===== config.mk =====
export PLATFORM = sky130hd
export DESIGN_NAME = mmio_console
export DESIGN_NICKNAME = d
export VERILOG_FILES = /design/src/rtl/mmio_console_pkg.sv /design/src/rtl/mmio_console_uart_tx.sv /design/src/rtl/mmio_console.sv
export SDC_FILE = /design/constraint.sdc
export NUM_CORES = 1
export LEC_CHECK = 0
export ABC_AREA = 0
export CAP_MARGIN = 20
export CORE_ASPECT_RATIO = 2
export CORE_UTILIZATION = 34
export CTS_CLUSTER_DIAMETER = 60
export DETAILED_ROUTE_END_ITERATION = 10
export DONT_BUFFER_PORTS = 1
export GPL_ROUTABILITY_DRIVEN = 0
export PLACE_DENSITY_LB_ADDON = 0.25
export SYNTH_ARGS = -nofsm -noshare
export SYNTH_HDL_FRONTEND = slang
export SYNTH_HIERARCHICAL = 1
export SYNTH_SLANG_ARGS = --single-unit

===== constraint.sdc =====
create_clock -name clk_i -period 3.7 [get_ports clk_i]
set_input_delay 0.555 -clock clk_i [delete_from_list [all_inputs] [get_ports clk_i]]
set_output_delay 0.555 -clock clk_i [all_outputs]
set_load 0.02 [all_outputs]

===== src/rtl/mmio_console_pkg.sv =====
// rtl/mmio_console_pkg.sv - shared constants and types for the MMIO console
package mmio_console_pkg;

    localparam logic [31:0] FINI_CODE = 32'h0002_0000;

    localparam int ST_FULL = 0;
    localparam int ST_BUSY = 1;
    localparam int ST_FINI = 2;
    localparam int ST_W    = 3;

    typedef enum logic [1:0] {
        IDLE,
        START,
        DATA,
        STOP
    } tx_state_t;

endpackage


===== src/rtl/mmio_console_uart_tx.sv =====
// rtl/mmio_console_uart_tx.sv - 8N1 serializer with back-to-back frame support
module uart_tx
    import mmio_console_pkg::*;
#(
    parameter int CLKS_PER_BIT = 4
) (
    input  logic       clk_i,
    input  logic       rst_i,
    input  logic       valid_i,
    input  logic [7:0] data_i,
    output logic       ready_o,
    output logic       txd_o
);

    localparam int BW = (CLKS_PER_BIT > 1) ? $clog2(CLKS_PER_BIT) : 1;

    tx_state_t         state;
    logic [BW-1:0]     baud_cnt;
    logic [2:0]        bit_idx;
    logic [7:0]        shreg;
    logic              bit_last;

    assign bit_last = (baud_cnt == BW'(CLKS_PER_BIT - 1));
    // Ready in the final stop cycle lets the next start bit follow with no gap.
    assign ready_o  = (state == IDLE) || ((state == STOP) && bit_last);

    always_ff @(posedge clk_i) begin
        if (rst_i) begin
            state    <= IDLE;
            baud_cnt <= '0;
            bit_idx  <= '0;
            shreg    <= '0;
            txd_o    <= 1'b1;
        end else begin
            case (state)
                IDLE: begin
                    if (valid_i) begin
                        shreg    <= data_i;
                        baud_cnt <= '0;
                        txd_o    <= 1'b0;
                        state    <= START;
                    end
                end
                START: begin
                    if (bit_last) begin
                        baud_cnt <= '0;
                        bit_idx  <= '0;
                        txd_o    <= shreg[0];
                        shreg    <= {1'b0, shreg[7:1]};
                        state    <= DATA;
                    end else begin
                        baud_cnt <= baud_cnt + 1'b1;
                    end
                end
                DATA: begin
                    if (bit_last) begin
                        baud_cnt <= '0;
                        if (bit_idx == 3'd7) begin
                            txd_o <= 1'b1;
                            state <= STOP;
                        end else begin
                            bit_idx <= bit_idx + 3'd1;
                            txd_o   <= shreg[0];
                            shreg   <= {1'b0, shreg[7:1]};
                        end
                    end else begin
                        baud_cnt <= baud_cnt + 1'b1;
                    end
                end
                STOP: begin
                    if (bit_last) begin
                        baud_cnt <= '0;
                        if (valid_i) begin
                            shreg <= data_i;
                            txd_o <= 1'b0;
                            state <= START;
                        end else begin
                            state <= IDLE;
                        end
                    end else begin
                        baud_cnt <= baud_cnt + 1'b1;
                    end
                end
                default: begin
                    state <= IDLE;
                    txd_o <= 1'b1;
                end
            endcase
        end
    end

endmodule


===== src/rtl/mmio_console.sv =====
// rtl/mmio_console.sv - bus-mapped console: character FIFO, UART output, finish flag
module mmio_console
    import mmio_console_pkg::*;
#(
    parameter int CLKS_PER_BIT = 4,
    parameter int FIFO_DEPTH   = 16
) (
    input  logic        clk_i,
    input  logic        rst_i,
    input  logic [31:0] dbus_addr_i,
    input  logic        dbus_wvalid_i,
    input  logic [31:0] dbus_wdata_i,
    input  logic        dbus_rvalid_i,
    output logic        dbus_stall_o,
    output logic [31:0] dbus_rdata_o,
    output logic        txd_o,
    output logic        busy_o,
    output logic        fini_o
);

    localparam int AW = $clog2(FIFO_DEPTH);

    logic [7:0]    mem [FIFO_DEPTH];
    logic [AW-1:0] wptr;
    logic [AW-1:0] rptr;
    logic [AW:0]   count;

    logic          sel;
    logic          is_fini;
    logic          full;
    logic          empty;
    logic          push;
    logic          pop;
    logic          tx_ready;
    logic          frame_active;
    logic [ST_W-1:0] status;
    logic          addr_unused;

    assign addr_unused = ^dbus_addr_i[30:0];

    assign sel     = dbus_addr_i[31];
    assign is_fini = (dbus_wdata_i == FINI_CODE);
    assign full    = (count == (AW + 1)'(FIFO_DEPTH));
    assign empty   = (count == '0);

    // Full is judged on the current count, so a same-cycle pop never frees a slot.
    assign dbus_stall_o = sel && dbus_wvalid_i && full && !is_fini;
    assign push         = sel && dbus_wvalid_i && !is_fini && !full;
    assign pop          = tx_ready && !empty;

    assign busy_o = !empty || frame_active;

    always_comb begin
        status          = '0;
        status[ST_FULL] = full;
        status[ST_BUSY] = busy_o;
        status[ST_FINI] = fini_o;
    end

    always_ff @(posedge clk_i) begin
        if (push) begin
            mem[wptr] <= dbus_wdata_i[7:0];
        end
    end

    always_ff @(posedge clk_i) begin
        if (rst_i) begin
            wptr         <= '0;
            rptr         <= '0;
            count        <= '0;
            fini_o       <= 1'b0;
            dbus_rdata_o <= '0;
            frame_active <= 1'b0;
        end else begin
            if (push) begin
                wptr <= wptr + 1'b1;
            end
            if (pop) begin
                rptr <= rptr + 1'b1;
            end
            case ({push, pop})
                2'b10:   count <= count + 1'b1;
                2'b01:   count <= count - 1'b1;
                default: count <= count;
            endcase
            if (sel && dbus_wvalid_i && is_fini) begin
                fini_o <= 1'b1;
            end
            if (sel && dbus_rvalid_i) begin
                dbus_rdata_o <= {{(32 - ST_W){1'b0}}, status};
            end
            // Mirrors "transmitter not idle" without exposing its state.
            if (pop) begin
                frame_active <= 1'b1;
            end else if (tx_ready) begin
                frame_active <= 1'b0;
            end
        end
    end

    uart_tx #(
        .CLKS_PER_BIT(CLKS_PER_BIT)
    ) u_uart_tx (
        .clk_i  (clk_i),
        .rst_i  (rst_i),
        .valid_i(!empty),
        .data_i (mem[rptr]),
        .ready_o(tx_ready),
        .txd_o  (txd_o)
    );

endmodule


Yosys cells after proc, flatten, opt, wreduce, memory -nomap -nowiden
Memories as Yosys holds them, arrays and structs flattened. A register that Yosys moved wholly into a read port is not among the register bits.
Cells that the tools add are included.
- add/sub/neg operators: 6
- multiply operators: 0
- div/mod/pow operators: 0
- order comparisons: 0
- equality and inequality tests: 15
- shift operators: 0
- multiplexer cells: 33
- bitwise logic cells: 0
- reductions and logical operators: 24
- operator list (operator ; count):
    $mux W8 ; 5
    $eq A32 B18 Y1 const B ; 1
    $pmux W8 S4 ; 1
    $mux W2 ; 7
    $mux W1 ; 10
    $pmux W5 S2 ; 1
    $logic_and A1 B1 Y1 ; 9
    $mux W3 ; 3
    $add A4 B1 Y4 const B ; 2
    $eq A2 B2 Y1 const B ; 4
    $mux W4 ; 2
    $ne A2 B1 Y1 const B ; 4
    $pmux W2 S4 ; 1
    $reduce_and A4 Y1 ; 2
    $pmux W3 S2 ; 1
    $reduce_bool A2 Y1 ; 3
    $add A5 B1 Y5 const B ; 1
    $eq A5 B5 Y1 const B ; 1
    $logic_not A5 Y1 ; 1
    $reduce_and A5 Y1 ; 1
    $sub A5 B1 Y5 const B ; 1
    $eq A2 B1 Y1 const B ; 2
    $ne A2 B2 Y1 const B ; 2
    $pmux W1 S4 ; 1
    9 further kinds ; 12
- register bits after elaboration: 34
- latch bits: 0
- RAM bits: 128
- ROM bits: 0
- input port bits: 68
- output and inout port bits: 36
- logic and storage cells: 90
- memories kept: 1
- memory list (name ; depth ; bits a word ; read ports ; clocked after Yosys merged registers in ; wr ports ; line ; text):
    mem ; 16 ; 8 ; 1 ; 1 ; 1 ; mmio_console.sv:23 ; logic [7:0] mem [FIFO_DEPTH];

Longest topological paths before layout
- word-level depth: 6
- mapped depth: 16
- gate-level depth less buffers: 13

Hierarchy
The synthesis kept the hierarchy.
- modules (own cells, without submodules) (module ; instances ; cells an instance ; area each (sq um) ; sequential area each (sq um)):
    mmio_console ; 1 ; 357 ; 6326.1 ; 4284.1
    uart_tx ; 1 ; 107 ; 982.2 ; 320.3

Worst setup path after synthesis
OpenSTA, ideal clock, no wires.
- path type: input port to flip-flop
- start point: input port dbus_wdata_i[19]
- end point: register count[4]
- setup time: 0.128 ns
- data arrival time: 3.110 ns
- data required time: 3.572 ns
- setup slack: 0.462 ns
- stages on the path: 15
- buffers on the path: 2
- cells stage by stage: nor4b_2 -> nand2_1 -> nor4_4 -> nor2_2 -> buf_6 -> inv_1 -> ha_1 -> clkbuf_1 -> xor2_1 -> ha_1 -> nor2b_1 -> o32a_1 -> a31oi_1 -> xnor2_1 -> nor2_1
- word-level cells in the longest chain between the ends: 6
- elaborated cells on any way between the ends: 8
- those cells by class: 3 x eq/ne; 1 x mux; 4 x reduce/logical
- RTL lines (what ; line ; text):
    start, declared ; mmio_console.sv:12 ; input logic [31:0] dbus_wdata_i,
    $eq A32 B18 Y1 * ; mmio_console.sv:42 ; assign is_fini = (dbus_wdata_i == FINI_CODE);
    $logic_not A1 Y1 * ; mmio_console.sv:48 ; assign push = sel && dbus_wvalid_i && !is_fini && !full;
    $logic_and A1 B1 Y1 * (2 in series) ; mmio_console.sv:48 ;
    $eq A2 B1 Y1 or $eq A2 B2 Y1 (tied branches) ; mmio_console.sv:81 ; case ({push, pop})
    $pmux W5 S2 or $reduce_bool A2 Y1 (tied branches) ; -- ;
    end signal, assigned ; mmio_console.sv:82 ; 2'b10: count <= count + 1'b1;
    end signal, assigned ; mmio_console.sv:83 ; 2'b01: count <= count - 1'b1;
    end signal, assigned ; mmio_console.sv:84 ; default: count <= count;
    end, declared ; mmio_console.sv:26 ; logic [AW:0] count;
Mark *: on every way between the ends. The rest lies on a longest branch, timed or not.
A chain may end at the register's enable or synchronous reset.

Worst setup path in the final report
- start point: register count[2]
- end point: register count[4]
- word-level cells in the longest chain between the ends: 5
- elaborated cells on any way between the ends: 12
- those cells by class: 2 x add/sub; 3 x eq/ne; 1 x mux; 6 x reduce/logical
- RTL lines (what ; line):
    $eq A5 B5 Y1 or $logic_not A5 Y1 (tied branches) ; mmio_console.sv:43, mmio_console.sv:44
    $logic_not A1 Y1 (on tied branches) ; --
    $logic_and A1 B1 Y1 (on tied branches) ; mmio_console.sv:48, mmio_console.sv:49
    $eq A2 B1 Y1 or $eq A2 B2 Y1 (tied branches) ; mmio_console.sv:81
    $pmux W5 S2 or $reduce_bool A2 Y1 (tied branches) ; --
Parallel ways exist; a longest one is shown, timed or not.

==> impl_metrics.toml <==
[timing]
slew_viol_final = 0
setup_viol_count_final = 0
period_share_pct = 86.5
tns_ps = 0
hold_viol = 0
holdWs_ps = 184
fin_skew_ps = 9.03
slew_headroom_pct = 57.5
grt_setup_unrepaired = "no"
fmax_mhz = 312
worst_pin_slew_ps = 632
fin_crit_ps = 3200

[clocking]
cts_buffers = 17
clk_pin_slew_ps = 70
ctsHoldBuffers = 0
cts.sink_count = 166
cts_htree_levels = 4
cts_tree = "built"
cts_resized = 0
cts_root_buffer = "clkbuf_16"
insertion_delay_ps = 430
cts_setup_buffers = 0
cts_max_path_buffers = 2

[synthesis]
yosys_warnings = 6
syn_area_per_cell_um2 = 15.8
synth_edf_count = 128
synth.area.top_cells = "edfxtp_1 53%, mux4_2 12%, dfxtp_1 10%, buf_4 3.3%, ha_1 2.9%"
synth_seq_area_share_pct = 63.0
syn_inst = 464
ys.flop_type = "edfxtp_1"
synthDistinctLibCells = 59
async_flop_share_pct = 0
synth_area_leader_cell = "edfxtp_1"
ys_seq_elements = 166
yosysTopAreaCellShare_pct = 52.6
synth_area_um2 = 7310

[routing]
first_pass_iters = 4
drtAntennaViolNets = 0
wl_mm = 14.8
topRoutingLayerUsed = "met4"
met2WireLength_mm = 8.75
met1Wirelength_mm = 4.99
drt_iter0_drc = 312
wire_per_inst_um = 19.8
wl_met3_um = 438
via_count = 3818
drc = 0
vias_per_cell = 5.09

[grt]
grt_max_degree = 33
overflow = 0
grt_pass1_wl_mm = 23.1
globalRouteTotalUtil_pct = 14.5
antenna_found_initial = 0
grt_pass1_vias = 4026

[worst_hold_path]
hp-class = "input port to flip-flop"
holdPathStages = 1

[power]
leakage_nw = 2.74
power_density_nw_per_um2 = 716
ir_drop_v = 0.000464

[die]
die_w_um = 106
ios = 104
dieArea_um2 = 22100
rows = 75
core_area_um2 = 21000
start_util_pct = 34.8
die_y_um = 209

[setup_path]
startpoint_type = "flip-flop"
worst_setup_path_end_kind = "flip-flop"
crit_arrival_ps = 3530
crit_fanout = 15
r2r_cells = 13
crit_required_ps = 4030
criticalPathCategory = "flip-flop to flip-flop"

[job]
max-cap-violations = 0

[cells_and_area]
antenna_cells = 0
utilization_pct = 38.8
area_growth_pct = 11.5
fin_nets = 554
drive_gt1_share_pct = 21.6

[placement]
port_buffers = 0
hpwl_mm = 10.6

[status]
status = "complete, no violations"
==> final cells by class <==
| class | count | area (um2) |
|---|---|---|
| Sequential cell | 166 | 4610 |
| Multi-Input combinational cell | 269 | 2460 |
| Clock buffer | 18 | 429 |
| Clock inverter | 13 | 230 |
| Timing Repair Buffer | 5 | 50.0 |
| Inverter | 10 | 37.5 |
| Tap cell | 269 | 337 |
| Fill cell | 1992 | 12900 |
==> sequential cells by signal, indices dropped and copies added (netlist names), named ones only <==
name	count
mem	128
u_uart_tx/shreg	8
count	5
rptr	4
wptr	4
dbus_rdata_o	3
u_uart_tx/bit_idx	3
u_uart_tx/baud_cnt	2
u_uart_tx/state	2
fini_o	1
frame_active	1
u_uart_tx/txd_o	1
==> cells by family (layout without fill, tap and decap cells) <==
group	Yosys count	count (layout)	share of synthesized area (%)
AND/OR/NAND/NOR	117	117	9.23
XOR/XNOR	9	9	1.08
buffers and inverters	57	46	4.90
AO/OA/AOI/OAI	37	37	3.58
other	1	29	0.0513
multiplexers	60	60	15.3
adder cells (fa/ha/maj)	17	17	2.91
flip-flops	166	166	63.0
==> placed cells by master (no fill, tap or decap), types with 6 or more instances in the layout <==
cell type,instances
edfxtp_1,128
mux4_2,40
dfxtp_1,37
nand2_1,31
conb_1,29
nor2_1,20
ha_1,17
clkbuf_16,17
a21oi_1,16
mux2i_1,12
inv_1,10
and3_1,9
nor4_1,7
mux2_2,7
nor2b_1,6
bufinv_16,6
==> where the power goes <==
part	leakage, nW	internal (mW)	switching, mW	total [mW]
sequential	1.46	2.14	0.128	2.26
combinational	0.973	0.783	0.822	1.60
clock	0.302	1.26	0.706	1.96
==> metal layers <==
metal	global-route usage [%]	up-vias
li1	-	1738
met1	13.7	1956
met2	28.0	101
met3	2.80	23
met4	8.81	0
met5	0	-
==> through the flow <==
step	cell area (um2)	total power, mW	worst slack (ps)	instances
final	8150	5.83	498	750
after global placement	7490	3.87	557	719
after global routing	8150	6.12	203	750
after CTS	8150	5.89	489	750
after detailed placement	7490	3.94	499	719
after floorplan	7410	3.63	462	492
==> worst max-delay path, stage by stage, from the launching register on <==
cell	delay, ps
dfxtp_1	500
nor4_4	110
nand2_2	120
nand3_1	160
nor2_2	470
inv_1	170
ha_1	340
xor2_1	180
ha_1	240
nor2b_1	150
o32a_1	290
a31oi_1	180
xnor2_1	140
nor2_1	50
==> cells in the mapped netlist, types with 2 or more instances <==
cell type	number
mux2i_1	12
a21oi_1	16
o21ai_0	3
edfxtp_1	128
nand2_1	31
o31ai_1	5
dfxtp_1	38
ha_1	17
nor2_1	20
inv_1	10
and3_1	9
mux4_2	40
xor2_1	5
nand3b_1	2
or2_2	2
and3_2	4
nor4_4	2
nand4_1	3
xnor2_1	4
a31oi_1	2
and2_1	5
mux2_2	7
buf_4	32
nor2b_1	6
nor4_1	8
or4_1	3
nor3_1	4
buf_6	3
buf_1	5
nand3_1	4
clkbuf_1	6
==> path summary, 6_finish.rpt <==
kind         slack, ps                         startpoint                                 end
max                500              count[2]$_SDFFE_PP0P_               count[4]$_SDFFE_PP0P_
min                180                              rst_i  u_uart_tx/baud_cnt[0]$_SDFFE_PP0P_
max reg2reg        500              count[2]$_SDFFE_PP0P_               count[4]$_SDFFE_PP0P_
min reg2reg        470  u_uart_tx/bit_idx[1]$_SDFFE_PP0P_   u_uart_tx/bit_idx[1]$_SDFFE_PP0P_
Power figures use the tool's default switching activity.
